## src/rtl/video_timing_pkg.sv

```systemverilog
// Shared types, standard CEA timing sets and sizing helpers
// for the video_timing_gen raster generator.
package video_timing_pkg;

  typedef enum logic [1:0] {
    REG_ACTIVE,
    REG_FP,
    REG_SYNC,
    REG_BP
  } region_e;

  // CEA-861 720p60, 1650 x 750 total
  localparam int P720_H_ACTIVE = 1280;
  localparam int P720_H_FP     = 110;
  localparam int P720_H_SYNC   = 40;
  localparam int P720_H_BP     = 220;
  localparam int P720_V_ACTIVE = 720;
  localparam int P720_V_FP     = 5;
  localparam int P720_V_SYNC   = 5;
  localparam int P720_V_BP     = 20;

  // CEA-861 1080p30, 2200 x 1125 total
  localparam int P1080_H_ACTIVE = 1920;
  localparam int P1080_H_FP     = 88;
  localparam int P1080_H_SYNC   = 44;
  localparam int P1080_H_BP     = 148;
  localparam int P1080_V_ACTIVE = 1080;
  localparam int P1080_V_FP     = 4;
  localparam int P1080_V_SYNC   = 5;
  localparam int P1080_V_BP     = 36;

  function automatic int vtg_total(
    input int active,
    input int fp,
    input int sync,
    input int bp
  );
    return active + fp + sync + bp;
  endfunction

  // Never returns zero so a one-entry axis still has a 1-bit bus
  function automatic int vtg_w(input int n);
    return (n > 1) ? $clog2(n) : 1;
  endfunction

endpackage

```

## src/rtl/vtg_axis_counter.sv

```systemverilog
// One raster axis: position counter with wrap strobe and
// region decode (active, front porch, sync, back porch).
module vtg_axis_counter
  import video_timing_pkg::*;
#(
  parameter int ACTIVE = 1,
  parameter int FP     = 1,
  parameter int SYNC   = 1,
  parameter int BP     = 1,
  localparam int TOTAL = vtg_total(ACTIVE, FP, SYNC, BP),
  localparam int CW    = vtg_w(TOTAL)
) (
  input  logic          clk,
  input  logic          rst_n,
  input  logic          inc,
  input  logic          clr,
  output logic [CW-1:0] cnt,
  output region_e       region,
  output logic          wrap
);

  localparam logic [CW-1:0] A_END = CW'(ACTIVE);
  localparam logic [CW-1:0] F_END = CW'(ACTIVE + FP);
  localparam logic [CW-1:0] S_END = CW'(ACTIVE + FP + SYNC);
  localparam logic [CW-1:0] LAST  = CW'(TOTAL - 1);

  assign wrap = (cnt == LAST);

  always_ff @(posedge clk or negedge rst_n) begin
    if (!rst_n) begin
      cnt <= '0;
    end else if (clr) begin
      cnt <= '0;
    end else if (inc) begin
      cnt <= wrap ? '0 : cnt + 1'b1;
    end
  end

  always_comb begin
    region = REG_BP;
    unique case (1'b1)
      (cnt < A_END):
        region = REG_ACTIVE;
      (cnt >= A_END) && (cnt < F_END):
        region = REG_FP;
      (cnt >= F_END) && (cnt < S_END):
        region = REG_SYNC;
      default:
        region = REG_BP;
    endcase
  end

endmodule

```

## src/rtl/video_timing_gen.sv

```systemverilog
// Parametrised raster timing generator with ce and genlock restart.
// Define VIDEO_TIMING_GEN_FRAME_CTR_EN to add the frame_cnt output.
module video_timing_gen
  import video_timing_pkg::*;
#(
  parameter int H_ACTIVE  = 1280,
  parameter int H_FP      = 110,
  parameter int H_SYNC    = 40,
  parameter int H_BP      = 220,
  parameter int V_ACTIVE  = 720,
  parameter int V_FP      = 5,
  parameter int V_SYNC    = 5,
  parameter int V_BP      = 20,
  parameter bit HSYNC_POL = 1'b1,
  parameter bit VSYNC_POL = 1'b1
) (
  input  logic                        clk,
  input  logic                        rst_n,
  input  logic                        ce,
  input  logic                        restart,
  output logic                        hsync,
  output logic                        vsync,
  output logic                        data_en,
  output logic [vtg_w(H_ACTIVE)-1:0]  x,
  output logic [vtg_w(V_ACTIVE)-1:0]  y,
  output logic                        line_start,
  output logic                        frame_start
`ifdef VIDEO_TIMING_GEN_FRAME_CTR_EN
  ,
  output logic [15:0]                 frame_cnt
`endif
);

  localparam int H_TOTAL = vtg_total(H_ACTIVE, H_FP, H_SYNC, H_BP);
  localparam int V_TOTAL = vtg_total(V_ACTIVE, V_FP, V_SYNC, V_BP);
  localparam int HW = vtg_w(H_TOTAL);
  localparam int VW = vtg_w(V_TOTAL);
  localparam int XW = vtg_w(H_ACTIVE);
  localparam int YW = vtg_w(V_ACTIVE);

  if (H_ACTIVE < 1 || H_FP < 1 || H_SYNC < 1 || H_BP < 1 ||
      V_ACTIVE < 1 || V_FP < 1 || V_SYNC < 1 || V_BP < 1)
  begin : g_bad_param
    $error("video_timing_gen: every timing parameter must be >= 1");
  end

  logic [HW-1:0] h_cnt;
  logic [VW-1:0] v_cnt;
  region_e       h_reg;
  region_e       v_reg;
  logic          h_wrap;
  logic          v_wrap;
  logic          v_inc;

  assign v_inc = h_wrap & ce;

  vtg_axis_counter #(
    .ACTIVE (H_ACTIVE),
    .FP     (H_FP),
    .SYNC   (H_SYNC),
    .BP     (H_BP)
  ) u_h (
    .clk    (clk),
    .rst_n  (rst_n),
    .inc    (ce),
    .clr    (restart),
    .cnt    (h_cnt),
    .region (h_reg),
    .wrap   (h_wrap)
  );

  vtg_axis_counter #(
    .ACTIVE (V_ACTIVE),
    .FP     (V_FP),
    .SYNC   (V_SYNC),
    .BP     (V_BP)
  ) u_v (
    .clk    (clk),
    .rst_n  (rst_n),
    .inc    (v_inc),
    .clr    (restart),
    .cnt    (v_cnt),
    .region (v_reg),
    .wrap   (v_wrap)
  );

  // End-of-frame strobe is not needed downstream of the v axis
  logic unused_v_wrap;
  assign unused_v_wrap = v_wrap;

  logic h_act;
  logic v_act;
  logic de_d;
  logic ls_d;
  logic fs_d;
  logic hs_d;
  logic vs_d;

  assign h_act = (h_reg == REG_ACTIVE);
  assign v_act = (v_reg == REG_ACTIVE);
  assign de_d  = h_act & v_act;
  assign ls_d  = (h_cnt == '0) & v_act;
  assign fs_d  = (h_cnt == '0) & (v_cnt == '0);
  assign hs_d  = (h_reg == REG_SYNC) ? HSYNC_POL : ~HSYNC_POL;
  assign vs_d  = (v_reg == REG_SYNC) ? VSYNC_POL : ~VSYNC_POL;

  always_ff @(posedge clk or negedge rst_n) begin
    if (!rst_n) begin
      hsync       <= ~HSYNC_POL;
      vsync       <= ~VSYNC_POL;
      data_en     <= 1'b0;
      x           <= '0;
      y           <= '0;
      line_start  <= 1'b0;
      frame_start <= 1'b0;
    end else if (restart) begin
      hsync       <= ~HSYNC_POL;
      vsync       <= ~VSYNC_POL;
      data_en     <= 1'b0;
      x           <= '0;
      y           <= '0;
      line_start  <= 1'b0;
      frame_start <= 1'b0;
    end else if (ce) begin
      hsync       <= hs_d;
      vsync       <= vs_d;
      data_en     <= de_d;
      x           <= de_d ? XW'(h_cnt) : '0;
      y           <= de_d ? YW'(v_cnt) : '0;
      line_start  <= ls_d;
      frame_start <= fs_d;
    end
  end

`ifdef VIDEO_TIMING_GEN_FRAME_CTR_EN
  // The first frame after reset/restart is frame 0
  logic fs_seen;

  always_ff @(posedge clk or negedge rst_n) begin
    if (!rst_n) begin
      frame_cnt <= '0;
      fs_seen   <= 1'b0;
    end else if (restart) begin
      frame_cnt <= '0;
      fs_seen   <= 1'b0;
    end else if (ce && fs_d) begin
      if (fs_seen) begin
        frame_cnt <= frame_cnt + 16'd1;
      end
      fs_seen <= 1'b1;
    end
  end
`endif

endmodule

```

## config.mk

```make
export PLATFORM = sky130hd
export DESIGN_NAME = video_timing_gen
export DESIGN_NICKNAME = d
export VERILOG_FILES = /design/src/rtl/video_timing_pkg.sv /design/src/rtl/vtg_axis_counter.sv /design/src/rtl/video_timing_gen.sv
export SDC_FILE = /design/constraint.sdc
export NUM_CORES = 1
export LEC_CHECK = 0
export CORE_UTILIZATION = 59
export CTS_CLUSTER_DIAMETER = 30
export DETAILED_ROUTE_END_ITERATION = 6
export GPL_TIMING_DRIVEN = 0
export PLACE_DENSITY_LB_ADDON = 0.25
export SYNTH_ARGS = -nofsm -noshare
export SYNTH_HDL_FRONTEND = slang
export SYNTH_SLANG_ARGS = --single-unit
```

## constraint.sdc

```tcl
create_clock -name clk -period 4.1 [get_ports clk]
set_clock_uncertainty 0.15 [all_clocks]
set_input_delay 0.82 -clock clk [delete_from_list [all_inputs] [get_ports clk]]
set_output_delay 0.82 -clock clk [all_outputs]
set_load 0.005 [all_outputs]
```

==> impl_metrics.csv, run 1 <==
group,metric,value,unit
timing,hold_viol,0,
timing,fin_crit_sh,0.602,
place,port_buffers,28,
synth,synthCells,234,
setup_path,end_kind,"register",
timing,fin_crit,2.47,ns
setup_path,crit_path_max_fanout,10,
synth,synth_area_leaders,"dfrtp_1, a22o_1, ha_1",
synth,synth_compound_area_frac,0.225,
synth,yosys_most_used_dff,"dfrtp_1",
synth,synth_seq_cells,47,
grt,grt_pass1_wl,9.20,mm
setup_path,start_kind,"input pin",
setup_path,slowest_stage,"nor2_1",
synth,synth_area_per_cell,10.5,µm²
setup_path,cp_cell_sequence,"clkdlybuf4s50_1 > buf_4 > nor2_1 > clkbuf_1 > a22o_1",
synth,synth-xor-area-share,0.0213,
cts,cts_tree,"built",
synth,yosysUniqueCellTypes,52,
grt,grt_max_degree,28,
floorplanning,initial_core_util,0.617,
floorplanning,die_w,66.7,µm
synth,syn_nets,245,
run,max_cap_viol_count,0,
min_path,hp-class,"input pin to async pin",
cts,root_buffer,"clkbuf_8",
grt,grt-ovfl-total,0,
floorplanning,chipHeight,66.7,µm
timing,worst_pin_slew,0.591,ns
synth,synth_top_area_cell,"dfrtp_1",
setup_path,crit_type,"input pin to register",
synth,async_flop_share,1.00,
place,place_area,2830,µm²
timing,finalSetupTns,0,ns
cts,cts_buffer_depth,2,
synth,synth_edf_count,0,
cts,hold_buffers,0,
synth,netlist.area_leader.share,0.476,
synth,ys_warn_count,0,
timing,drv_slew,0,
cts,postCtsSetupBuffers,0,
synth,muxShareOfSynthArea,0.00456,
drt,wire_per_inst,17.2,µm
cells_and_area,drive_gt1_frac,0.125,
floorplanning,dieArea,4450,µm²
cts,postCtsResizedCells,0,
cells_and_area,fin_util,0.740,
floorplanning,rows,23,
status,status,"finished clean",
power_and_ir_drop,power_density,331,nW/µm²
power_and_ir_drop,leakagePower,1.34,nW
grt,antenna_found_initial,0,
drt,wl,5.51,mm
cells_and_area,layout.cells.non_filler,321,
cells_and_area,n_antenna_cell,0,
synth,yosysMostFrequentCell,"dfrtp_1",
cts,clk_pin_slew,0.09,ns
timing,setup_viol_count_final,0,
grt,grt_pass1_vias,1878,
drt,vias,2003,
cts,numCtsBuffers,5,
cts,cts.sinks,47,
timing,rsz0062_at_grt,"false",
timing,relSlewSlack,0.605,
drt,viasPerCell,6.24,
setup_path,arrival,2.56,ns
synth,yosysSeqAreaShare,0.476,
drt,ant_nets,0,
cells_and_area,stdcell_area,2960,µm²
setup_path,cp_num_buf_inv,3,
timing,holdWs,0.325,ns
cells_and_area,layout-area-overhead-vs-synth,19.9,%
synth,synth-simple-area-share,0.179,
drt,first_pass_iters,4,
drt,drt_iter0_drc,123,
grt,grt.total_usage,0.283,
setup_path,cp.required,4.19,ns
floorplanning,ios,30,
synth,synth_fa_ha_area_frac,0.0355,
place,hpwl,3.93,mm
place,gp_congestion,0.906,
synth,synth_top_family_by_area,"compound AO/OA/AOI/OAI gates",
setup_path,cp_slowest_stage_delay,0.48,ns
setup_path,crit_family,"buffers and inverters",
cells_and_area,layout.nets,281,
timing,fmax,0.405,GHz
place,dpl.cell_count,313,
drt,drc,0,
cts,cts_htree_levels,2,
synth,netlist_top_cells_count,"dfrtp_1, a22o_1, nor2_1, o21ai_0, nand2_1",
floorplanning,core_area,4000,µm²
power_and_ir_drop,ir_drop,0.219,mV
cts,clkLatencyLatePin,0.30,ns
synth,synthesis.area,2470,µm²
[final cells by class]
| cell class | instances | area, µm² |
|---|---|---|
| buffer | 20 | 113 |
| clock buffer | 6 | 72.6 |
| clock inverter | 2 | 60.1 |
| fill | 301 | 1040 |
| inverter | 8 | 30.0 |
| multi-input combinational | 159 | 1150 |
| sequential | 47 | 1180 |
| tap | 50 | 62.6 |
| timing repair buffer | 29 | 295 |
[worst register-to-register path, cell delays in order, from the launching register on]
cell and delay, ns:
dfrtp_1 0.49, inv_1 0.14, ha_1 0.20, and4b_1 0.29
a41o_1 0.31, buf_4 0.21, o21ai_0 0.10, a22o_1 0.25
[registers in the layout (all words and copies together) (netlist names)]
name / count
data_en: 1
frame_start: 1
hsync: 1
line_start: 1
u_h.cnt: 11
u_v.cnt: 10
vsync: 1
x: 11
y: 10
[per-layer routing]
metal  track usage  up-vias  share of wire
met5             0        -              0
li1              -      938              -
met3        0.0565        9          0.067
met2         0.410       76           0.46
met4         0.109        0          0.015
met1         0.413      980           0.46
[layout by cell type (no fill, tap or decap), types with 7 or more instances in the layout]
cell / Yosys / layout
nand4_1: 7 / 7
a21oi_1: 7 / 7
nand2_1: 12 / 12
buf_2: 9 / 10
dfrtp_1: 47 / 47
clkdlybuf4s50_1: 0 / 27
o21ai_0: 14 / 14
inv_1: 8 / 8
a22o_1: 29 / 29
nor2_1: 16 / 16
ha_1: 7 / 7
[kinds of logic after synthesis]
group / Yosys count
XOR/XNOR: 6
flip-flops: 47
adder cells (fa/ha/maj): 7
buffers and inverters: 28
multiplexers: 1
AND/OR/NAND/NOR: 76
AO/OA/AOI/OAI: 69
[stage by stage]
step | worst slack (ns) | total power [W]
5_1_grt | 1.50 | 0.00102
3_3_place_gp | 0.801 | 0.000583
6_report | 1.63 | 0.000980
4_1_cts | 1.65 | 0.000985
3_5_place_dp | 1.33 | 0.000589
2_1_floorplan | 2.00 | 0.000545
[worst paths after layout]
path                                   end  depth (start not counted)  slack [ns]  startpoint
worst max register to register  u_v.cnt[8]                          7        1.85  u_h.cnt[1]
worst min register to register     data_en                          1        0.33     data_en
max in group asynchronous             x[7]                          2        2.96       rst_n
worst min-delay path                  y[3]                          1        0.32       rst_n
min in group clk                   data_en                          1        0.33     data_en
worst max-delay path                 x[10]                          5        1.63          ce
[power by group]
| part | internal [W] | switching [W] | total (W) |
|---|---|---|---|
| Combinational | 0.0000396 | 0.0000530 | 0.0000926 |
| Sequential | 0.000474 | 0.0000133 | 0.000487 |
| Clock | 0.000244 | 0.000156 | 0.000400 |
(Power assumes the default switching activity.)
==> run 2, diff against run 1 <==
--- a/config.mk
+++ b/config.mk
@@ -5,7 +5,7 @@
 export SDC_FILE = /design/constraint.sdc
 export NUM_CORES = 1
 export LEC_CHECK = 0
-export CORE_UTILIZATION = 59
+export CORE_UTILIZATION = 50
 export CTS_CLUSTER_DIAMETER = 30
 export DETAILED_ROUTE_END_ITERATION = 6
 export GPL_TIMING_DRIVEN = 0
==> constraint.sdc (replaced) <==
create_clock -name clk -period 2.16 [get_ports clk]
set_clock_uncertainty 0.15 [all_clocks]
set_input_delay 0.432 -clock clk [delete_from_list [all_inputs] [get_ports clk]]
set_output_delay 0.432 -clock clk [all_outputs]
set_load 0.005 [all_outputs]
==> impl_metrics.csv, run 2 (synthesis gave the netlist of run 1 again) <==
group,metric,value,unit
cts,cts_tree,"built",
cts,clk_pin_slew,0.09,ns
floorplanning,ios,30,
place,gp_congestion,0.864,
timing,fin_crit_sh,0.956,
place,hpwl,3.82,mm
cells_and_area,n_antenna_cell,0,
floorplanning,rows,25,
setup_path,reg2reg_depth,6,
setup_path,crit_cells,6,
setup_path,endpoint,"u_v.cnt[9]",
setup_path,crit_type,"register to register",
timing,fmax,0.484,GHz
setup_path,cp.required,2.24,ns
setup_path,r2r_start,"u_h.cnt[1]",
cells_and_area,fill_cells,371,
setup_path,reg2reg_to,"u_v.cnt[9]",
floorplanning,die_w,72.3,µm
cts,cts_buffer_depth,2,
setup_path,cp_num_buf_inv,1,
power_and_ir_drop,p_int,0.00124,W
drt,first_pass_iters,4,
power_and_ir_drop,power_density,556,nW/µm²
status,status,"finished clean",
setup_path,crit_path_max_fanout,7,
cells_and_area,layout.nets,284,
timing,rsz0062_at_grt,"false",
setup_path,end_kind,"register",
drt,ant_nets,0,
cells_and_area,layout-area-overhead-vs-synth,20.8,%
floorplanning,dieArea,5220,µm²
timing,relSlewSlack,0.628,
drt,wl,5.31,mm
setup_path,cp_cell_sequence,"inv_1 > ha_1 > and4b_1 > a41oi_4 > or4b_1 > a21oi_1",
power_and_ir_drop,leakagePower,1.34,nW
setup_path,start_kind,"register",
setup_path,slowest_stage,"or4b_1",
floorplanning,chipHeight,72.3,µm
cts,cts_htree_levels,2,
setup_path,arrival,2.14,ns
cts,numCtsBuffers,5,
grt,grt_pass1_vias,1732,
power_and_ir_drop,power_frac_seq,0.557,
power_and_ir_drop,p_total,0.00166,W
timing,fin_crit,2.07,ns
timing,setup_viol_count_final,0,
timing,drv_slew,0,
power_and_ir_drop,power_frac_clock,0.334,
power_and_ir_drop,netSwitchingFraction,0.251,
drt,viasPerCell,5.87,
drt,vias,2002,
grt,grt_max_degree,25,
drt,wire_per_inst,15.6,µm
drt,drc,0,
setup_path,reg2reg_setup_slack,0.09,ns
min_path,hp-class,"input pin to register",
power_and_ir_drop,ir_drop,0.294,mV
place,port_buffers,28,
cells_and_area,fin_util,0.631,
drt,drt_iter0_drc,115,
grt,antenna_found_initial,0,
grt,grt-ovfl-total,0,
timing,hold_viol,0,
grt,grt_pass1_wl,8.70,mm
cts,clkLatencyLatePin,0.30,ns
floorplanning,core_area,4720,µm²
cells_and_area,top_regs,"u_h.cnt (11), x (11)",
cts,cts.sinks,47,
setup_path,crit_path_start,"u_h.cnt[1]",
cells_and_area,drive_gt1_frac,0.142,
floorplanning,initial_core_util,0.523,
setup_path,crit_family,"simple AND/OR/NAND/NOR gates",
power_and_ir_drop,p_comb_frac,0.109,
cells_and_area,layout_commonest_cell,"dfrtp_1",
grt,grt.total_usage,0.217,
run,max_cap_viol_count,0,
power_and_ir_drop,power_switching,0.000416,W
timing,worst_pin_slew,0.557,ns
cells_and_area,most-common-layout-cells,"dfrtp_1, a22o_1, clkdlybuf4s50_1",
setup_path,cp_slowest_stage_delay,0.49,ns
cts,root_buffer,"clkbuf_8",
==> run 2: worst min path at each step <==
stage | slack, ns | cells past startpoint | endpoint | startpoint
2_1_floorplan | -0.01 | 0 | data_en | rst_n
3_3_place_gp | 0.31 | 1 | data_en | data_en
3_5_place_dp | 0.30 | 1 | y[9] | rst_n
4_1_cts | 0.21 | 2 | vsync | restart
5_1_grt | 0.23 | 2 | vsync | restart
6_report | 0.22 | 2 | vsync | restart
==> run 2: power by group through the flow <==
| stage | combinational (W) | sequential [W] | clock [W] |
|---|---|---|---|
| after detailed placement | 0.000177 | 0.000940 | 0 |
| after CTS | 0.000181 | 0.000923 | 0.000565 |
| final | 0.000181 | 0.000923 | 0.000553 |
| after global placement | 0.000168 | 0.000940 | 0 |
| after global routing | 0.000201 | 0.000928 | 0.000609 |
| after floorplan | 0.0000996 | 0.000935 | 0 |
==> run 2: metal layers <==
layer  global-route usage  up-vias  share of wire  wire length [µm]
met4               0.0610        0          0.011                59
met2                0.321       73           0.45              2390
met3               0.0403        6          0.056               299
li1                     -      948              -                 -
met5                    0        -              0                 0
met1                0.326      975           0.48              2560
==> run 2: repair_timing <==
item                                    in CTS  in global routing
buffers inserted                             1                  1
cloned                                       0                  0
pin swaps                                    1                  1
resized for setup                            0                  3
endpoints found under the setup margin       2                 14
endpoints found under the hold margin       23                  0
hold buffers                                 1                  0
==> run 2: cell type report <==
| cell class | count | area, µm² | share of cell area |
|---|---|---|---|
| sequential | 47 | 1180 | 0.395 |
| clock inverter | 2 | 16.3 | 0.00546 |
| timing repair buffer | 32 | 328 | 0.110 |
| tap | 67 | 83.8 | 0.0281 |
| inverter | 8 | 30.0 | 0.0101 |
| clock buffer | 6 | 82.6 | 0.0277 |
| buffer | 20 | 114 | 0.0382 |
| multi-input combinational | 159 | 1150 | 0.386 |
==> run 2: through the flow <==
step                setup slack (ns)  instance area, µm²  hold slack [ns]  std cells  setup TNS, ns
detailed placement            -0.197                2860            0.299        330          -3.70
global route                 0.00319                2980            0.235        341              0
CTS                           0.0702                2970            0.215        340              0
finish                        0.0946                2980            0.220        341              0
global placement              -0.740                2830            0.310        329         -37.67
floorplan                      0.278                2470          -0.0136        234              0
==> run 3, diff against run 2 <==
--- a/config.mk
+++ b/config.mk
@@ -5,6 +5,7 @@
 export SDC_FILE = /design/constraint.sdc
 export NUM_CORES = 1
 export LEC_CHECK = 0
+export ABC_AREA = 1
 export CORE_UTILIZATION = 50
 export CTS_CLUSTER_DIAMETER = 30
 export DETAILED_ROUTE_END_ITERATION = 6
==> impl_metrics.csv, run 3 <==
group,metric,value,unit
cells_and_area,fill_cells,495,
cells_and_area,top_regs,"u_h.cnt (11), x (11)",
place,hpwl,4.38,mm
synth,yosys_most_used_dff,"dfrtp_1",
synth,synthCells,338,
cells_and_area,most-common-layout-cells,"nand2_1, dfrtp_1, nor2_1",
cts,root_buffer,"clkbuf_8",
cells_and_area,layout_commonest_cell,"nand2_1",
synth,synthesis.area,2630,µm²
drt,drc,0,
timing,fin_crit_sh,0.887,
cts,cts_buffer_depth,2,
timing,drv_slew,0,
cts,cts.sinks,47,
floorplanning,initial_core_util,0.518,
cts,cts_htree_levels,2,
synth,synth-simple-area-share,0.326,
setup_path,crit_type,"register to register",
grt,antenna_found_initial,0,
synth,synth_top_family_by_area,"simple AND/OR/NAND/NOR gates",
drt,ant_nets,0,
cts,cts_tree,"built",
floorplanning,core_area,5070,µm²
timing,fmax,0.522,GHz
cts,numCtsBuffers,5,
cells_and_area,layout-area-overhead-vs-synth,18.0,%
timing,relSlewSlack,0.666,
place,gp_congestion,0.937,
synth,synth_area_per_cell,7.77,µm²
power_and_ir_drop,power_frac_seq,0.580,
setup_path,critPathMostFrequentCell,"inv_1",
timing,rsz0062_at_grt,"false",
power_and_ir_drop,leakagePower,1.49,nW
status,status,"finished clean",
floorplanning,dieArea,5550,µm²
cells_and_area,drive_gt1_frac,0.130,
cts,hold_buffers,1,
setup_path,cp_slowest_stage_delay,0.42,ns
drt,wl,5.76,mm
synth,ys_warn_count,0,
synth,yosysSeqAreaShare,0.448,
setup_path,cp_cell_sequence,"inv_1 > ha_1 > inv_1 > nor3_1 > nand3_1 > nor2_1 > nand4_1 > nand2_1",
cells_and_area,n_antenna_cell,0,
power_and_ir_drop,ir_drop,0.264,mV
grt,grt_pass1_wl,9.87,mm
drt,drt_iter0_drc,115,
synth,muxShareOfSynthArea,0,
run,max_cap_viol_count,0,
drt,wl_met3,243,µm
timing,finalSetupTns,0,ns
synth,synth_edf_count,0,
synth,yosysMostFrequentCell,"nand2_1",
timing,holdWs,0.329,ns
cells_and_area,multi_input_area,1270,µm²
power_and_ir_drop,netSwitchingFraction,0.248,
power_and_ir_drop,power_density,504,nW/µm²
setup_path,crit_path_max_fanout,4,
drt,wl_met1,2.52,mm
setup_path,start_kind,"register",
grt,grt_max_degree,29,
floorplanning,ios,30,
drt,highest_layer,"met4",
synth,async_flop_share,1.00,
power_and_ir_drop,p_comb_frac,0.098,
floorplanning,chipHeight,74.5,µm
setup_path,cp.required,2.24,ns
drt,first_pass_iters,5,
synth,yosysUniqueCellTypes,26,
setup_path,crit_family,"simple AND/OR/NAND/NOR gates",
cts,clkLatencyLatePin,0.29,ns
drt,wire_per_inst,12.9,µm
drt,viasPerCell,5.19,
power_and_ir_drop,p_int,0.00118,W
setup_path,cp_num_buf_inv,2,
grt,grt-ovfl-total,0,
grt,grt.total_usage,0.236,
cts,postCtsSetupBuffers,0,
timing,worst_pin_slew,0.501,ns
setup_path,arrival,2.00,ns
cts,postCtsResizedCells,0,
synth,syn_nets,349,
cells_and_area,regArea,1180,µm²
floorplanning,rows,26,
synth,netlist_top_cells_count,"nand2_1, dfrtp_1, nor2_1, inv_1, nand3_1",
power_and_ir_drop,power_frac_clock,0.323,
timing,fin_crit,1.92,ns
cts,clk_pin_slew,0.08,ns
drt,vias,2315,
synth,synth_top_area_cell,"dfrtp_1",
synth,synth_seq_cells,47,
floorplanning,die_w,74.5,µm
synth,netlist.area_leader.share,0.448,
synth,synth_compound_area_frac,0.104,
synth,synth_area_leaders,"dfrtp_1, nand2_1, o21ai_2",
grt,grt_pass1_vias,2225,
power_and_ir_drop,power_switching,0.000388,W
drt,wl_met2,2.92,mm
synth,synth-xor-area-share,0.0200,
place,port_buffers,28,
timing,setup_viol_count_final,0,
power_and_ir_drop,p_total,0.00156,W
timing,hold_viol,0,
min_path,hp-class,"register to register",
synth,synth_fa_ha_area_frac,0.0333,
setup_path,end_kind,"register",
cells_and_area,layout.nets,386,
setup_path,slowest_stage,"dfrtp_1",
==> run 3: changes by cell type in the layout (fill, tap and decap cells not counted), moves of 7 or more <==
cell and change:
nor2_1 +16, nor3_1 +8, buf_4 -7, o21ai_2 +19, nand4_1 +8, a22o_1 -29, inv_1 +18, nand2_1 +95
nand3_1 +15
==> run 3: tightest hold or removal path: stages, from the launching register on <==
cell     delay [ns]
dfrtp_1        0.35
nand2_1        0.05
nand2_1        0.05
==> run 3: final timing paths <==
kind / startpoint / endpoint / slack (ns) / cells after the start
worst max-delay path: u_h.cnt[1] / u_v.cnt[8] / 0.24 / 8
max in group asynchronous: rst_n / u_v.cnt[4] / 0.90 / 3
worst max register to register: u_h.cnt[1] / u_v.cnt[8] / 0.24 / 8
worst min-delay path: y[6] / y[6] / 0.33 / 2
min in group asynchronous: rst_n / x[7] / 0.45 / 2
worst min register to register: y[6] / y[6] / 0.33 / 2
==> run 3: cell families (layout without fill, tap and decap cells) <==
logic type	Yosys count	after routing
DFF	47	47
buffers and inverters	41	79
adders and majority gates	7	7
AOI/OAI and AO/OA	39	39
and+or+nand+nor	198	198
xor gates and xnor gates	6	6
==> run 3: power by group through the flow <==
| stage | logic, W | registers (W) | clock network (W) |
|---|---|---|---|
| 6_report | 0.000153 | 0.000907 | 0.000504 |
| 4_1_cts | 0.000155 | 0.000907 | 0.000522 |
| 2_1_floorplan | 0.0000825 | 0.000923 | 0 |
| 5_1_grt | 0.000173 | 0.000910 | 0.000552 |
| 3_3_place_gp | 0.000149 | 0.000924 | 0 |
| 3_5_place_dp | 0.000153 | 0.000924 | 0 |
==> run 3: metrics by stage <==
step,setup slack [ns],utilization,cells,area [µm²]
floorplan,0.614,-,338,2630
global placement,-0.796,0.590,436,3000
detailed placement,0.0273,0.593,437,3010
CTS,0.284,0.611,446,3100
global route,0.0777,0.611,446,3100
finish,0.244,0.611,446,3100
==> run 3: cell type report <==
cell class                 count  share of cell area
sequential                    47               0.379
clock buffer                   7              0.0246
tap                           70              0.0282
timing repair buffer          30              0.0984
buffer                        10              0.0214
clock inverter                 1             0.00161
inverter                      31              0.0375
multi-input combinational    250               0.409
==> run 3: per-layer routing <==
metal / global-route usage / vias up
met5: 0 / -
met1: 0.289 / 1079
met3: 0.0366 / 8
met4: 0.0797 / 0
li1: - / 1171
met2: 0.421 / 57
==> patch (settings of run 2) <==
Set the parameter `V_FP` to 10 (it was 5).
--- a/src/rtl/video_timing_gen.sv
+++ b/src/rtl/video_timing_gen.sv
@@ -8,7 +8,7 @@
   parameter int H_SYNC    = 40,
   parameter int H_BP      = 220,
   parameter int V_ACTIVE  = 720,
-  parameter int V_FP      = 5,
+  parameter int V_FP      = 10,
   parameter int V_SYNC    = 5,
   parameter int V_BP      = 20,
   parameter bit HSYNC_POL = 1'b1,
Behaviour: same outputs for any inputs over 10 cycles, from zero or initial values and one cycle with rst_n low; that may be too few to reach the edited logic, so the function may still have changed.
==> patch against run 2 <==
Critical path depth is the same. Cell area grew 5.0%. Setup slack gained 0.015 ns. Area after synthesis grew 5.4%. Power grew 8.3%. Global-route usage grew 1.5 points. Sequential cell count is the same. Combinational power grew 10%. Wire length grew 8.2%. Largest cell class is now multi-input gates. Largest power group unchanged.
==> patch: results (changes against run 2) <==
[run_status]
status = finished, final reports clean

[placement]
dp_slack_ns = -0.424  ; -0.227 ns
dp_hpwl_um = 4080  ; +6.9%
portBuffers = 28  ; unchanged
globalplace.congestion = 0.890  ; +3.1%
dpl-instance-area_um2 = 2980  ; +4.4%

[power_and_ir_drop]
vdd_ir_drop_max_v = 0.000285  ; -3.0%
p_leak_nw = 1.34  ; -0.11%
pg_clk_mw = 0.654  ; +18%
combPwrFrac_pct = 11.2  ; +0.3 points
p_sw_mw = 0.453  ; +9.0%
intPower_mw = 1.34  ; +8.1%

[min_path]
min_path_cells = 4  ; +2
whs_endpoint = u_v.cnt[0]
worstHoldStart = restart

[finish]
layout-drive-gt1-share_pct = 17.8  ; +3.6 points
nets = 306  ; +7.7%
fin_cells = 364  ; +6.7%
regArea_um2 = 1180  ; -0.11%
fillers = 421  ; +13%
multi_input_area_um2 = 1260  ; +10%

[worst_setup_path]
cp_max_fo = 7  ; unchanged
reg2reg_to = u_h.cnt[7]
worstPathArrival_ns = 2.11  ; -0.03 ns

[synthesis]
synth_cell_type_count = 53  ; +1.9%
synth_nets = 270  ; +10%
synth.area.top_cells = dfrtp_1 45%, o31ai_2 8.2%, nand2_1 5.9%, ha_1 2.9%, inv_1 2.9%
ys_seq_area_share_pct = 45.2  ; -2.4 points
synth_area_per_cell_um2 = 10.0  ; -5.2%
synthTopCellsByCount = 47 x dfrtp_1, 41 x nand2_1, 20 x inv_1, 17 x o31ai_2, 14 x nand3_1
synthFlopType = dfrtp_1
netlist_area_um2 = 2600  ; +5.4%

[detailed_routing]
wl_um = 5740  ; +8.2%
met3_length_um = 311  ; +4.0%
vias = 2116  ; +5.7%
dr.first_iter.drc_count = 140  ; +22%
top_layer = met4
wl_met2_um = 2640  ; +10%
met1Wirelength_um = 2740  ; +7.1%

[global_route]
grt_start_max_net_pins = 30  ; +20%
grt_usage_pct = 23.2  ; +1.5 points
grt_pass1_wl_um = 9530  ; +9.5%
gr-usage-met2_pct = 35.1  ; +3.0 points
antenna_found_initial = 0  ; unchanged
grt_util_met1_pct = 33.9  ; +1.4 points
use_met3_pct = 4.47  ; +0.44 points
grt_pass1_vias = 1900  ; +9.7%

[clock_tree]
htreeDepth = 2  ; unchanged
clk_pin_slew_ns = 0.09  ; about the same
post-cts-setup-buffers = 0  ; -1

[sta]
worst_pin_slew_ns = 0.462  ; -0.0954 ns
hold_slack_ns = 0.334  ; +0.113 ns

[patch: cell count changes after synthesis, sizes merged, moves of 3 or more]
cell / change
inv: +13
o31a: -3
a22o: -28
buf: -6
o211ai: +4
o31ai: +19
xor2: -3
nand2: +29
or3: -3
nor2b: -5
nor2: -6
nand3: +9
a31oi: +3
xnor2: +4
[patch: final cells by class]
class	instances	share of cell area (%)
clock buffer	5	2.20
sequential	47	37.6
tap	67	2.68
buffer	14	3.56
timing repair buffer	30	9.71
clock inverter	3	1.40
inverter	21	2.52
multi-input combinational	177	40.4
[patch: cell families (layout without fill, tap and decap cells)]
| family | Yosys count | in the layout | share of synthesized area [%] |
|---|---|---|---|
| simple gates | 100 | 100 | 19.4 |
| compound gates | 62 | 62 | 22.0 |
| flops | 47 | 47 | 45.2 |
| buf+inv | 36 | 73 | 7.36 |
| xor+xnor | 7 | 7 | 2.36 |
| fa+ha+maj | 6 | 6 | 2.89 |
| mux | 2 | 2 | 0.770 |
[patch: timing repair]
action                                 4_1_cts  5_1_grt
setup endpoints to repair                   30       16
gates resized for setup                      3        7
hold buffers                                 1        0
endpoints found under the hold margin       18        0
[patch: critical path, stage by stage (launching register included)]
cell and delay [ns]:
dfrtp_1 0.45, inv_1 0.14, ha_1 0.21, and3_1 0.23
a31oi_2 0.42, a21oi_1 0.11, a311oi_1 0.25
[patch: worst max-delay path by stage]
| stage | startpoint | endpoint | slack (ns) |
|---|---|---|---|
| 2_1_floorplan | restart | x[10] | 0.18 |
| 3_3_place_gp | rst_n | y[2] | -0.80 |
| 3_5_place_dp | ce | y[1] | -0.42 |
| 4_1_cts | u_h.cnt[1] | u_v.cnt[1] | 0.03 |
| 5_1_grt | u_h.cnt[1] | u_h.cnt[7] | 0.003 |
| 6_report | u_h.cnt[1] | u_h.cnt[7] | 0.11 |
